## config.mk

```make
export PLATFORM = sky130hd
export DESIGN_NAME = agu_pipe
export DESIGN_NICKNAME = d
export VERILOG_FILES = /design/src/rtl/agu_pipe.sv
export SDC_FILE = /design/constraint.sdc
export NUM_CORES = 1
export LEC_CHECK = 0
export CAP_MARGIN = 10
export CORE_UTILIZATION = 54
export DETAILED_ROUTE_END_ITERATION = 7
export GPL_ROUTABILITY_DRIVEN = 0
export GPL_TIMING_DRIVEN = 1
export PLACE_DENSITY_LB_ADDON = 0.3
export SLEW_MARGIN = 10
export SYNTH_ARGS = -nofsm -noshare
export SYNTH_HDL_FRONTEND = slang
export SYNTH_SLANG_ARGS = --single-unit
export TNS_END_PERCENT = 30
```

## constraint.sdc

```tcl
create_clock -name clk -period 14.7 [get_ports clk]
set_clock_uncertainty 0.15 [all_clocks]
set_input_delay 3.675 -clock clk [delete_from_list [all_inputs] [get_ports clk]]
set_output_delay 3.675 -clock clk [all_outputs]
set_load 0.02 [all_outputs]
```

## src/rtl/agu_pipe.sv

```systemverilog
// Pipelined load/store address generation unit with a DEPTH-entry output FIFO.
// Define AGU_MISALIGN_DETECT_EN to enable per-entry misalignment detection.
module agu_pipe #(
  parameter int unsigned XLEN  = 32,
  parameter int unsigned TAG_W = 5,
  parameter int unsigned DEPTH = 2
) (
  input  logic             clk,
  input  logic             rst_n,
  input  logic             flush,
  input  logic             in_valid,
  output logic             in_ready,
  input  logic [XLEN-1:0]  in_base,
  input  logic [XLEN-1:0]  in_imm,
  input  logic [2:0]       in_funct3,
  input  logic             in_is_store,
  input  logic [XLEN-1:0]  in_wdata,
  input  logic [TAG_W-1:0] in_tag,
  output logic             out_valid,
  input  logic             out_ready,
  output logic [XLEN-1:0]  out_addr,
  output logic [XLEN-1:0]  out_addr_aligned,
  output logic [3:0]       out_rmask,
  output logic [3:0]       out_wmask,
  output logic [XLEN-1:0]  out_wdata,
  output logic [2:0]       out_funct3,
  output logic             out_is_store,
  output logic [TAG_W-1:0] out_tag,
  output logic             out_misalign
);

  localparam int unsigned PtrW = (DEPTH > 1) ? $clog2(DEPTH) : 1;
  localparam int unsigned CntW = $clog2(DEPTH + 1);

  typedef struct packed {
    logic [XLEN-1:0]  addr;
    logic [3:0]       rmask;
    logic [3:0]       wmask;
    logic [XLEN-1:0]  wdata;
    logic [2:0]       funct3;
    logic             is_store;
    logic [TAG_W-1:0] tag;
  } entry_t;

  function automatic logic [PtrW-1:0] ptr_inc(input logic [PtrW-1:0] p);
    return (p == PtrW'(DEPTH - 1)) ? '0 : p + 1'b1;
  endfunction

  logic [XLEN-1:0] w_addr;
  logic [3:0]      w_base_mask;
  logic [3:0]      w_mask;
  entry_t          w_entry;
  entry_t          w_head;
  logic            w_push;
  logic            w_pop;

  entry_t          r_mem [DEPTH];
  logic [PtrW-1:0] r_head;
  logic [PtrW-1:0] r_tail;
  logic [CntW-1:0] r_count;

  assign w_addr = in_base + in_imm;

  always_comb begin
    w_base_mask = 4'b0000;
    case (in_funct3)
      3'b000, 3'b100: w_base_mask = 4'b0001;
      3'b001, 3'b101: w_base_mask = 4'b0011;
      3'b010:         w_base_mask = 4'b1111;
      default:        w_base_mask = 4'b0000;
    endcase
  end

  // Shift in 4 bits so lanes past byte 3 fall off.
  assign w_mask = w_base_mask << w_addr[1:0];

  always_comb begin
    w_entry          = '0;
    w_entry.addr     = w_addr;
    w_entry.rmask    = in_is_store ? 4'b0000 : w_mask;
    w_entry.wmask    = in_is_store ? w_mask : 4'b0000;
    w_entry.wdata    = in_wdata << {w_addr[1:0], 3'b000};
    w_entry.funct3   = in_funct3;
    w_entry.is_store = in_is_store;
    w_entry.tag      = in_tag;
  end

  assign in_ready  = (r_count < CntW'(DEPTH)) || out_ready;
  assign out_valid = (r_count != '0);
  assign w_push    = in_valid && in_ready && !flush;
  assign w_pop     = out_valid && out_ready && !flush;

  always_ff @(posedge clk or negedge rst_n) begin
    if (!rst_n) begin
      r_head  <= '0;
      r_tail  <= '0;
      r_count <= '0;
    end else if (flush) begin
      r_head  <= '0;
      r_tail  <= '0;
      r_count <= '0;
    end else begin
      if (w_push) r_tail <= ptr_inc(r_tail);
      if (w_pop)  r_head <= ptr_inc(r_head);
      if (w_push && !w_pop)      r_count <= r_count + CntW'(1);
      else if (w_pop && !w_push) r_count <= r_count - CntW'(1);
    end
  end

  // Payload needs no reset: outputs are gated to zero while empty.
  always_ff @(posedge clk) begin
    if (w_push) r_mem[r_tail] <= w_entry;
  end

  assign w_head = r_mem[r_head];

  always_comb begin
    out_addr         = '0;
    out_addr_aligned = '0;
    out_rmask        = '0;
    out_wmask        = '0;
    out_wdata        = '0;
    out_funct3       = '0;
    out_is_store     = 1'b0;
    out_tag          = '0;
    if (out_valid) begin
      out_addr         = w_head.addr;
      out_addr_aligned = {w_head.addr[XLEN-1:2], 2'b00};
      out_rmask        = w_head.rmask;
      out_wmask        = w_head.wmask;
      out_wdata        = w_head.wdata;
      out_funct3       = w_head.funct3;
      out_is_store     = w_head.is_store;
      out_tag          = w_head.tag;
    end
  end

`ifdef AGU_MISALIGN_DETECT_EN
  logic w_mis;
  logic r_mis [DEPTH];

  always_comb begin
    w_mis = 1'b0;
    case (in_funct3)
      3'b000, 3'b100: w_mis = 1'b0;
      3'b001, 3'b101: w_mis = w_addr[0];
      3'b010:         w_mis = |w_addr[1:0];
      default:        w_mis = 1'b1;
    endcase
  end

  always_ff @(posedge clk) begin
    if (w_push) r_mis[r_tail] <= w_mis;
  end

  assign out_misalign = out_valid && r_mis[r_head];
`else
  assign out_misalign = 1'b0;
`endif

endmodule

```

==> flow_summary.ini <==
[clocking]
cts-root-buf = clkbuf_16
post_cts_buffers = 0
cts-htree-levels = 4
cts_resized = 0
cts_buffers = 17
insertion_delay_ns = 0.41
cts_hold_buf = 0
cts_max_path_buffers = 2
cts.sinks = 166
clkTransAtPathRegs_ns = 0.06
cts_tree = yes

[yosys]
synth_area_sq_um = 8880
async_reset_ff_share_pct = 2.41
ys_types = 59
syn-mean-instance-area_sq_um = 11.8
synth_top_cells_by_count = 162 x edfxtp_1, 119 x nor2_1, 97 x mux2i_1, 44 x nand2_1, 41 x a21oi_1
synth_top_area_cell = edfxtp_1
yosys_register_bits = 166
yosys.area.top_type_share_pct = 54.8
synth_area_leaders = edfxtp_1 55%, mux2i_1 11%, nor2_1 5.0%
synth-edff-count = 162
synth_seq_area_share_pct = 55.9
ys_warn_count = 0
yosysMostFrequentCell = edfxtp_1
postSynthCellCount = 751
synth_flop_cell = edfxtp_1

[pwr]
irDropWorstVdd_v = 0.0000831
power.density_nw_per_um2 = 111
p_leak_nw = 4.14

[die]
initial_core_util_pct = 55.7
die_w_microns = 130
die_h_microns = 130
ios = 226
rows = 46
dieArea_sq_um = 17000
coreArea_sq_um = 15900

[worst_setup_path]
crit_required_ns = 10.88
startpoint = out_ready
critPathMaxStageDelay_ns = 0.60
cp.buffers_inverters = 2
critPathLaunchType = primary input
critPathTopFamily = buffers and inverters
cp_max_fo = 6
crit_type = primary input to output port
cpMaxStageDelayCell = clkdlybuf4s50_1
cp_cell_sequence = clkdlybuf4s50_1, nand2b_1, clkdlybuf4s50_1
cp_data_arrival_time_ns = 4.99
worstReg2RegStart = r_count[1]$_DFFE_PN0P_
end_kind = output port
cpMostUsedCell = clkdlybuf4s50_1

[timing]
final-setup-viol-count = 0
relSlewSlack_pct = 30.9
min_period_ns = 8.82
worstMarginPinSlew_ns = 1.04
timing.hold.ws_ns = 0.470
fmax_ghz = 0.113
finalCritPeriodShare_pct = 60.0
drv_slew = 0
finalHoldViolations = 0
worst_slack_ns = 5.88
fin_setup_tns_ns = 0
rsz0062_at_grt = false

[drt]
drtIter0Drc = 437
drtAntennaViolNets = 0
vias = 6401
drtPass1Iterations = 5
drcViolationCount = 0
wl_per_cell_microns = 16.3
avgViaCountPerCell = 5.50
drt-total-wl_microns = 19000

[cells_and_area]
fillers = 1121
stdcell_count = 1163
antennaDiodeCount = 0
nets = 1076
stdcell_area_sq_um = 11600
layout-drive-gt1-share_pct = 5.91
syn2layout_area_growth_pct = 30.8

[min_path]
worstHoldStart = r_tail$_DFFE_PN0P_
hold_path.class = flip-flop to flip-flop

[place]
place_inst = 1131
place_area_sq_um = 11000
io_buffers = 222
dp_hpwl_microns = 13300
pre_cts_ws_ns = 5.89

[grt]
first_global_vias = 5992
track_usage_pct = 22.2
grt_max_degree = 75
grt_antenna_before_repair = 0
grt_remaining_overflow = 0
grt_pass1_wl_microns = 28500

[flow_run]
cap_viol_max_count = 0

[run_status]
status = completed
## cells by family after synthesis
| group | after synthesis | synth area share (%) |
|---|---|---|
| AOI/OAI and AO/OA | 125 | 9.29 |
| and+or+nand+nor | 218 | 10.8 |
| xor gates and xnor gates | 32 | 3.16 |
| adders and majority gates | 32 | 4.59 |
| muxes | 97 | 10.9 |
| buffers and inverters | 80 | 5.21 |
| other | 1 | 0.0422 |
| DFF | 166 | 55.9 |
## final cells by class
type	count	area, sq um	area share (%)
sequential	166	4970	42.8
inverter	13	48.8	0.420
clock inverter	14	141	1.22
tap	216	270	2.33
multi-input combinational	507	3470	29.9
timing repair buffer	229	2270	19.6
clock buffer	18	429	3.70
## flip-flops by register name, indices dropped and copies added (netlist names)
name / count
r_head: 1
r_mem: 162
r_tail: 1
r_count: 2
## final timing paths
kind	end	slack, ns	cells after the start
worst max register to register	r_mem[1][17]$_DFFE_PP_	11.90	4
worst min-delay path	r_tail$_DFFE_PN0P_	0.47	2
worst min register to register	r_tail$_DFFE_PN0P_	0.47	2
max in group asynchronous	r_head$_DFFE_PN0P_	10.91	1
worst max-delay path	in_ready	5.88	3
min in group asynchronous	r_head$_DFFE_PN0P_	3.31	1
## worst min-delay path, cell delays in order (launching register included)
cell,delay (ns)
dfrtp_1,0.41
xor2_1,0.09
nor2_1,0.08
## layout by cell type, fill, tap and decap left out, types with 12 or more instances in the layout
cell / count
ha_1: 31
inv_1: 12
nor2_1: 118
clkbuf_16: 17
xor2_1: 13
a21o_1: 13
nor2b_1: 12
a21oi_1: 41
nand2_1: 44
clkdlybuf4s50_1: 222
xnor2_1: 19
o21ai_0: 23
mux2i_1: 97
edfxtp_1: 162
## per-layer routing
| metal | GRT usage (%) | vias to the layer above | wire [microns] |
|---|---|---|---|
| li1 | - | 3070 | - |
| met1 | 26.2 | 3046 | 7650 |
| met2 | 40.1 | 258 | 9710 |
| met3 | 4.14 | 27 | 1350 |
| met4 | 8.21 | 0 | 302 |
| met5 | 0 | - | 0 |
## where the power goes
part	switching (W)	internal (W)	total (W)
combinational	0.000162	0.000132	0.000294
sequential	0.0000109	0.000562	0.000573
clock	0.000184	0.000238	0.000422
## metrics by stage
step / util, % / total power [W]
floorplan: - / 0.000771
CTS: 72.8 / 0.00129
global placement: 69.2 / 0.000868
global route: 72.8 / 0.00134
detailed placement: 69.2 / 0.000876
finish: 72.8 / 0.00129
(Power assumes the default switching activity.)
